==> src/rtl/frame_buffer_ctrl.sv <==
// Frame store initiator: captures one frame of 16-bit pixels into the SPRAM and streams it back over valid/ready.
// Optional double buffering across two 32K-word banks is enabled with `define FB_PINGPONG_EN.
module frame_buffer_ctrl #(
    parameter int FRAME_WORDS = 19200,
    parameter int ADDR_W      = 16
) (
    input  logic              clk_ram,
    input  logic              rst,
    input  logic              wr_start,
    input  logic              pix_valid,
    input  logic [15:0]       pix_data,
    input  logic              rd_start,
    output logic              rd_valid,
    input  logic              rd_ready,
    output logic [15:0]       rd_data,
    output logic [ADDR_W-1:0] ram_addr,
    output logic [15:0]       ram_din,
    output logic              ram_wren,
    input  logic [15:0]       ram_dout,
    output logic              busy,
    output logic              frame_done
);

    typedef enum logic [2:0] {
        IDLE,
        CAPTURE,
        RD_ISSUE,
        RD_WAIT,
        RD_HOLD
    } state_t;

    localparam logic [ADDR_W-1:0] LAST_IDX = ADDR_W'(FRAME_WORDS - 1);
    localparam logic [ADDR_W-1:0] ONE      = ADDR_W'(1);

    state_t              state_q, state_d;
    logic [ADDR_W-1:0]   cnt_q, cnt_d;
    logic [ADDR_W-1:0]   ram_addr_q, ram_addr_d;
    logic [15:0]         ram_din_q, ram_din_d;
    logic                ram_wren_q, ram_wren_d;
    logic                rd_valid_q, rd_valid_d;
    logic [15:0]         rd_data_q, rd_data_d;
    logic                busy_q, busy_d;
    logic                frame_done_q, frame_done_d;
    logic [ADDR_W-1:0]   wr_base;
    logic [ADDR_W-1:0]   rd_base;
    logic                cnt_last;

    assign cnt_last = (cnt_q == LAST_IDX);

`ifdef FB_PINGPONG_EN
    // last_bank_q names the bank holding the most recent complete frame; capture targets the other one.
    logic last_bank_q, last_bank_d;

    assign wr_base = {~last_bank_q, {(ADDR_W-1){1'b0}}};
    assign rd_base = { last_bank_q, {(ADDR_W-1){1'b0}}};

    always_comb begin
        last_bank_d = last_bank_q;
        if (state_q == CAPTURE && pix_valid && cnt_last) begin
            last_bank_d = ~last_bank_q;
        end
    end

    always_ff @(posedge clk_ram or posedge rst) begin
        if (rst) begin
            last_bank_q <= 1'b0;
        end else begin
            last_bank_q <= last_bank_d;
        end
    end
`else
    assign wr_base = '0;
    assign rd_base = '0;
`endif

    always_ff @(posedge clk_ram or posedge rst) begin
        if (rst) begin
            state_q <= IDLE;
        end else begin
            state_q <= state_d;
        end
    end

    always_comb begin
        state_d = state_q;
        case (state_q)
            IDLE: begin
                if (wr_start) begin
                    state_d = CAPTURE;
                end else if (rd_start) begin
                    state_d = RD_ISSUE;
                end
            end
            CAPTURE: begin
                if (pix_valid && cnt_last) begin
                    state_d = IDLE;
                end
            end
            RD_ISSUE: state_d = RD_WAIT;
            RD_WAIT:  state_d = RD_HOLD;
            RD_HOLD: begin
                if (rd_ready) begin
                    state_d = cnt_last ? IDLE : RD_ISSUE;
                end
            end
            default: state_d = IDLE;
        endcase
    end

    // The read address is registered on entry to RD_ISSUE, so the SPRAM samples it
    // during RD_ISSUE and its data is ready to be captured at the end of RD_WAIT.
    always_comb begin
        cnt_d        = cnt_q;
        ram_addr_d   = ram_addr_q;
        ram_din_d    = ram_din_q;
        ram_wren_d   = 1'b0;
        rd_valid_d   = rd_valid_q;
        rd_data_d    = rd_data_q;
        frame_done_d = 1'b0;
        busy_d       = (state_d != IDLE);
        case (state_q)
            IDLE: begin
                if (wr_start) begin
                    cnt_d = '0;
                end else if (rd_start) begin
                    cnt_d      = '0;
                    ram_addr_d = rd_base;
                end
            end
            CAPTURE: begin
                if (pix_valid) begin
                    ram_addr_d = wr_base + cnt_q;
                    ram_din_d  = pix_data;
                    ram_wren_d = 1'b1;
                    if (cnt_last) begin
                        frame_done_d = 1'b1;
                    end else begin
                        cnt_d = cnt_q + ONE;
                    end
                end
            end
            RD_WAIT: begin
                rd_data_d  = ram_dout;
                rd_valid_d = 1'b1;
            end
            RD_HOLD: begin
                if (rd_ready) begin
                    rd_valid_d = 1'b0;
                    if (cnt_last) begin
                        frame_done_d = 1'b1;
                    end else begin
                        cnt_d      = cnt_q + ONE;
                        ram_addr_d = rd_base + cnt_q + ONE;
                    end
                end
            end
            default: ;
        endcase
    end

    always_ff @(posedge clk_ram or posedge rst) begin
        if (rst) begin
            cnt_q        <= '0;
            ram_addr_q   <= '0;
            ram_din_q    <= '0;
            ram_wren_q   <= 1'b0;
            rd_valid_q   <= 1'b0;
            rd_data_q    <= '0;
            busy_q       <= 1'b0;
            frame_done_q <= 1'b0;
        end else begin
            cnt_q        <= cnt_d;
            ram_addr_q   <= ram_addr_d;
            ram_din_q    <= ram_din_d;
            ram_wren_q   <= ram_wren_d;
            rd_valid_q   <= rd_valid_d;
            rd_data_q    <= rd_data_d;
            busy_q       <= busy_d;
            frame_done_q <= frame_done_d;
        end
    end

    assign ram_addr   = ram_addr_q;
    assign ram_din    = ram_din_q;
    assign ram_wren   = ram_wren_q;
    assign rd_valid   = rd_valid_q;
    assign rd_data    = rd_data_q;
    assign busy       = busy_q;
    assign frame_done = frame_done_q;

endmodule

==> config.mk <==
export PLATFORM = sky130hd
export DESIGN_NAME = frame_buffer_ctrl
export DESIGN_NICKNAME = d
export VERILOG_FILES = /design/src/rtl/frame_buffer_ctrl.sv
export SDC_FILE = /design/constraint.sdc
export NUM_CORES = 1
export LEC_CHECK = 0
export ABC_AREA = 1
export CAP_MARGIN = 20
export CORE_MARGIN = 2
export CORE_UTILIZATION = 53
export DETAILED_ROUTE_END_ITERATION = 16
export PLACE_DENSITY = 0.85
export SLEW_MARGIN = 20
export SYNTH_ARGS = -nofsm -noshare
export SYNTH_HDL_FRONTEND = slang
export SYNTH_SLANG_ARGS = --single-unit
==> constraint.sdc <==
create_clock -name clk_ram -period 3.7 [get_ports clk_ram]
set_input_delay 0.925 -clock clk_ram [delete_from_list [all_inputs] [get_ports clk_ram]]
set_output_delay 0.925 -clock clk_ram [all_outputs]
set_load 0.02 [all_outputs]
==> out/results.txt <==
hold buffer count at CTS - 0
Synth cell types - 30
Syn Std Cell Area - 0.00357 sq mm
1st-iter DRT viols - 267
Total Routing Usage GR - 24.7%
syn_area_per_cell - 7.93 sq um
PD cells - 744 mW/mm^2
crit path DAT - 2.73 ns
CP Launch Type - input pin
maximum vdd drop - 0.517 mV
pin count of the biggest net entering global routing - 72
relative slew slack - 41.4%
dominant cells by area after synthesis - dfrtp_1 (50%), nand2_1 (20%), mux2_2 (5.0%)
Post-CTS Setup Inserts - 0
CP peak stage delay - 0.57 ns
total I/O pin count - 90
Hold Crit Class - flip-flop to flip-flop
R2R setup slack - 1.30 ns
Mapped Nets - 489
initial antenna violation count - 0
Die Wd - 86.1 microns
commonest non-fill, non-tap cell in the layout - nand2_1
number of CTS-inserted buffers - 9
Switch Pwr - 1.51 mW
Max H-tree Level - 3
Final ANT Viol Nets - 0
Net Sw Frac - 43.4%
PnR worst setup slack - 1.22 ns
Mapped Cells - 450
Setup Viol. Count Final - 0
Rows - 29
Worst-Skew Late Latency - 0.36 ns
Core ar. - 0.00642 sq mm
routed vias - 3302
CTS resizes - 0
Top delay family on crit path - buffers and inverters
ANT cells - 0
sequential share of power - 32.9%
Clk pin slew, worst setup/hold paths - 0.08 ns
CP Cell Sequence - clkdlybuf4s50_1 > inv_1 > nor2_2 > inv_1 > nand2_1 > nand2_1
# port buffers - 89
clock sink count - 71
Post-Route WL - 8910 microns
Static Leak - 2.23 nW
RSZ-0062 raised after global routing - false
share of cells above drive strength 1 - 12.5%
MaxCap Viol Count - 0
WP buf/inv - 3
critical path required time - 3.95 ns
Ys Warns - 0
gr ovfl total - 0
Setup CP Type - input pin to flip-flop
Slew Limit Fails - 0
Root Buffer - clkbuf_8
routability cong. - 0.940
WL/cell - 14.4 microns
Max clock buf depth - 2
Starting Density - 55.6%
P_int - 1.97 mW
clock skew - 0.0105 ns
post-DR vias/cell - 5.32
first-pass GRT wire length - 14200 microns
Min Clock Period, post-route - 2.48 ns
Slew @ Worst Pin - 0.879 ns
status - completed
DR pass1 iterations - 5
die span in y - 86.1 microns
part of the power in the clock network - 17.9%
Synth-to-Final Area Change - 31.0%
Final Hold Viols - 0
DRC Markers - 0
Seq/Total Area, Yosys - 49.8%
CP endpoint kind - flip-flop
most frequent cells in the layout - nand2_1 (188), clkdlybuf4s50_1 (89), dfrtp_1 (71)
Final Net Count - 578
Peak Freq - 0.403 GHz
DIE AREA - 0.00741 sq mm
Setup WS pre-CTS - 0.873 ns
area leader, netlist - dfrtp_1
vias in the first global route - 3066
fin crit share - 67.0%
power share of the combinational group - 49.2%
CP max FO - 19
CTS tree - done
post-synthesis register bit count - 71
Setup TNS Final - 0 ns
Synth top area share - 49.8%
Crit-path slowest cell - nor2_2
DP HPWL - 6330 microns
[final cells by class]
| type | instances | area (sq um) |
|---|---|---|
| sequential | 71 | 1780 |
| fill | 465 | 1750 |
| multi-input combinational | 332 | 1570 |
| timing repair buffer | 91 | 906 |
| inverter | 34 | 130 |
| clock buffer | 10 | 128 |
| tap | 77 | 96.3 |
| clock inverter | 6 | 71.3 |
[power by group through the flow]
stage	Clock [mW]	Combinational (mW)	Sequential, mW
2_1_floorplan	0	0.896	1.38
3_3_place_gp	0	1.67	1.14
3_5_place_dp	0	1.71	1.15
4_1_cts	0.635	1.72	1.14
5_1_grt	0.671	1.84	1.17
6_report	0.623	1.71	1.14
[state kept, by name, indices dropped and copies added, names as in the netlist]
signal      flops
ram_wren        1
state_q         3
frame_done      1
busy            1
rd_data        16
cnt_q          16
ram_addr       16
ram_din        16
rd_valid        1
[worst min-delay path, stage by stage (launching register included)]
cell and delay (ns):
dfrtp_1 0.35, nand2_1 0.05, nand2_1 0.04
[metal layers]
layer  vias up  GRT usage, %  wire, microns
met5         -             0              0
met2       140          39.8           4410
met4         0          13.0            238
li1       1584             -              -
met1      1558          31.2           3720
met3        20          5.49            550
[final timing paths]
| check | depth (start not counted) | end | startpoint |
|---|---|---|---|
| min in group asynchronous | 3 | ram_wren | rst |
| setup / recovery | 6 | ram_din[12] | pix_valid |
| hold reg to reg | 2 | ram_din[9] | ram_din[9] |
| hold / removal | 2 | ram_din[9] | ram_din[9] |
| setup reg to reg | 10 | ram_addr[1] | state_q[0] |
| max in group asynchronous | 3 | ram_addr[12] | rst |
[per-stage QoR]
stage | utilization [%] | hold WS (ns) | power, mW | std cells | cell area [sq um]
2_1_floorplan | - | 0.488 | 2.28 | 450 | 3570
3_3_place_gp | 69.7 | 0.456 | 2.82 | 605 | 4480
3_5_place_dp | 69.7 | 0.458 | 2.87 | 605 | 4480
4_1_cts | 72.8 | 0.478 | 3.50 | 621 | 4680
5_1_grt | 72.8 | 0.496 | 3.68 | 621 | 4680
6_report | 72.8 | 0.475 | 3.48 | 621 | 4680
[cells in the mapped netlist (all sizes together)]
master and count:
nand3 37, xnor2 3, nand4 3, nor3 4
nand2 205, xor2 1, o21ai 13, clkbuf 1
clkinv 1, buf 12, dfrtp 71, nor2 45
inv 33, a21oi 3, ha 1, o22ai 1
mux2 16
[cells by family (layout without fill, tap and decap cells)]
family | Yosys count | in the layout | share of synthesized area [%]
AO/OA/AOI/OAI | 17 | 17 | 2.52
XOR/XNOR | 4 | 4 | 0.982
adder cells (fa/ha/maj) | 1 | 1 | 0.350
buffers and inverters | 47 | 141 | 6.31
flip-flops | 71 | 71 | 49.8
multiplexers | 16 | 16 | 5.05
AND/OR/NAND/NOR | 294 | 294 | 35.0
Power figures use the tool's default switching activity.
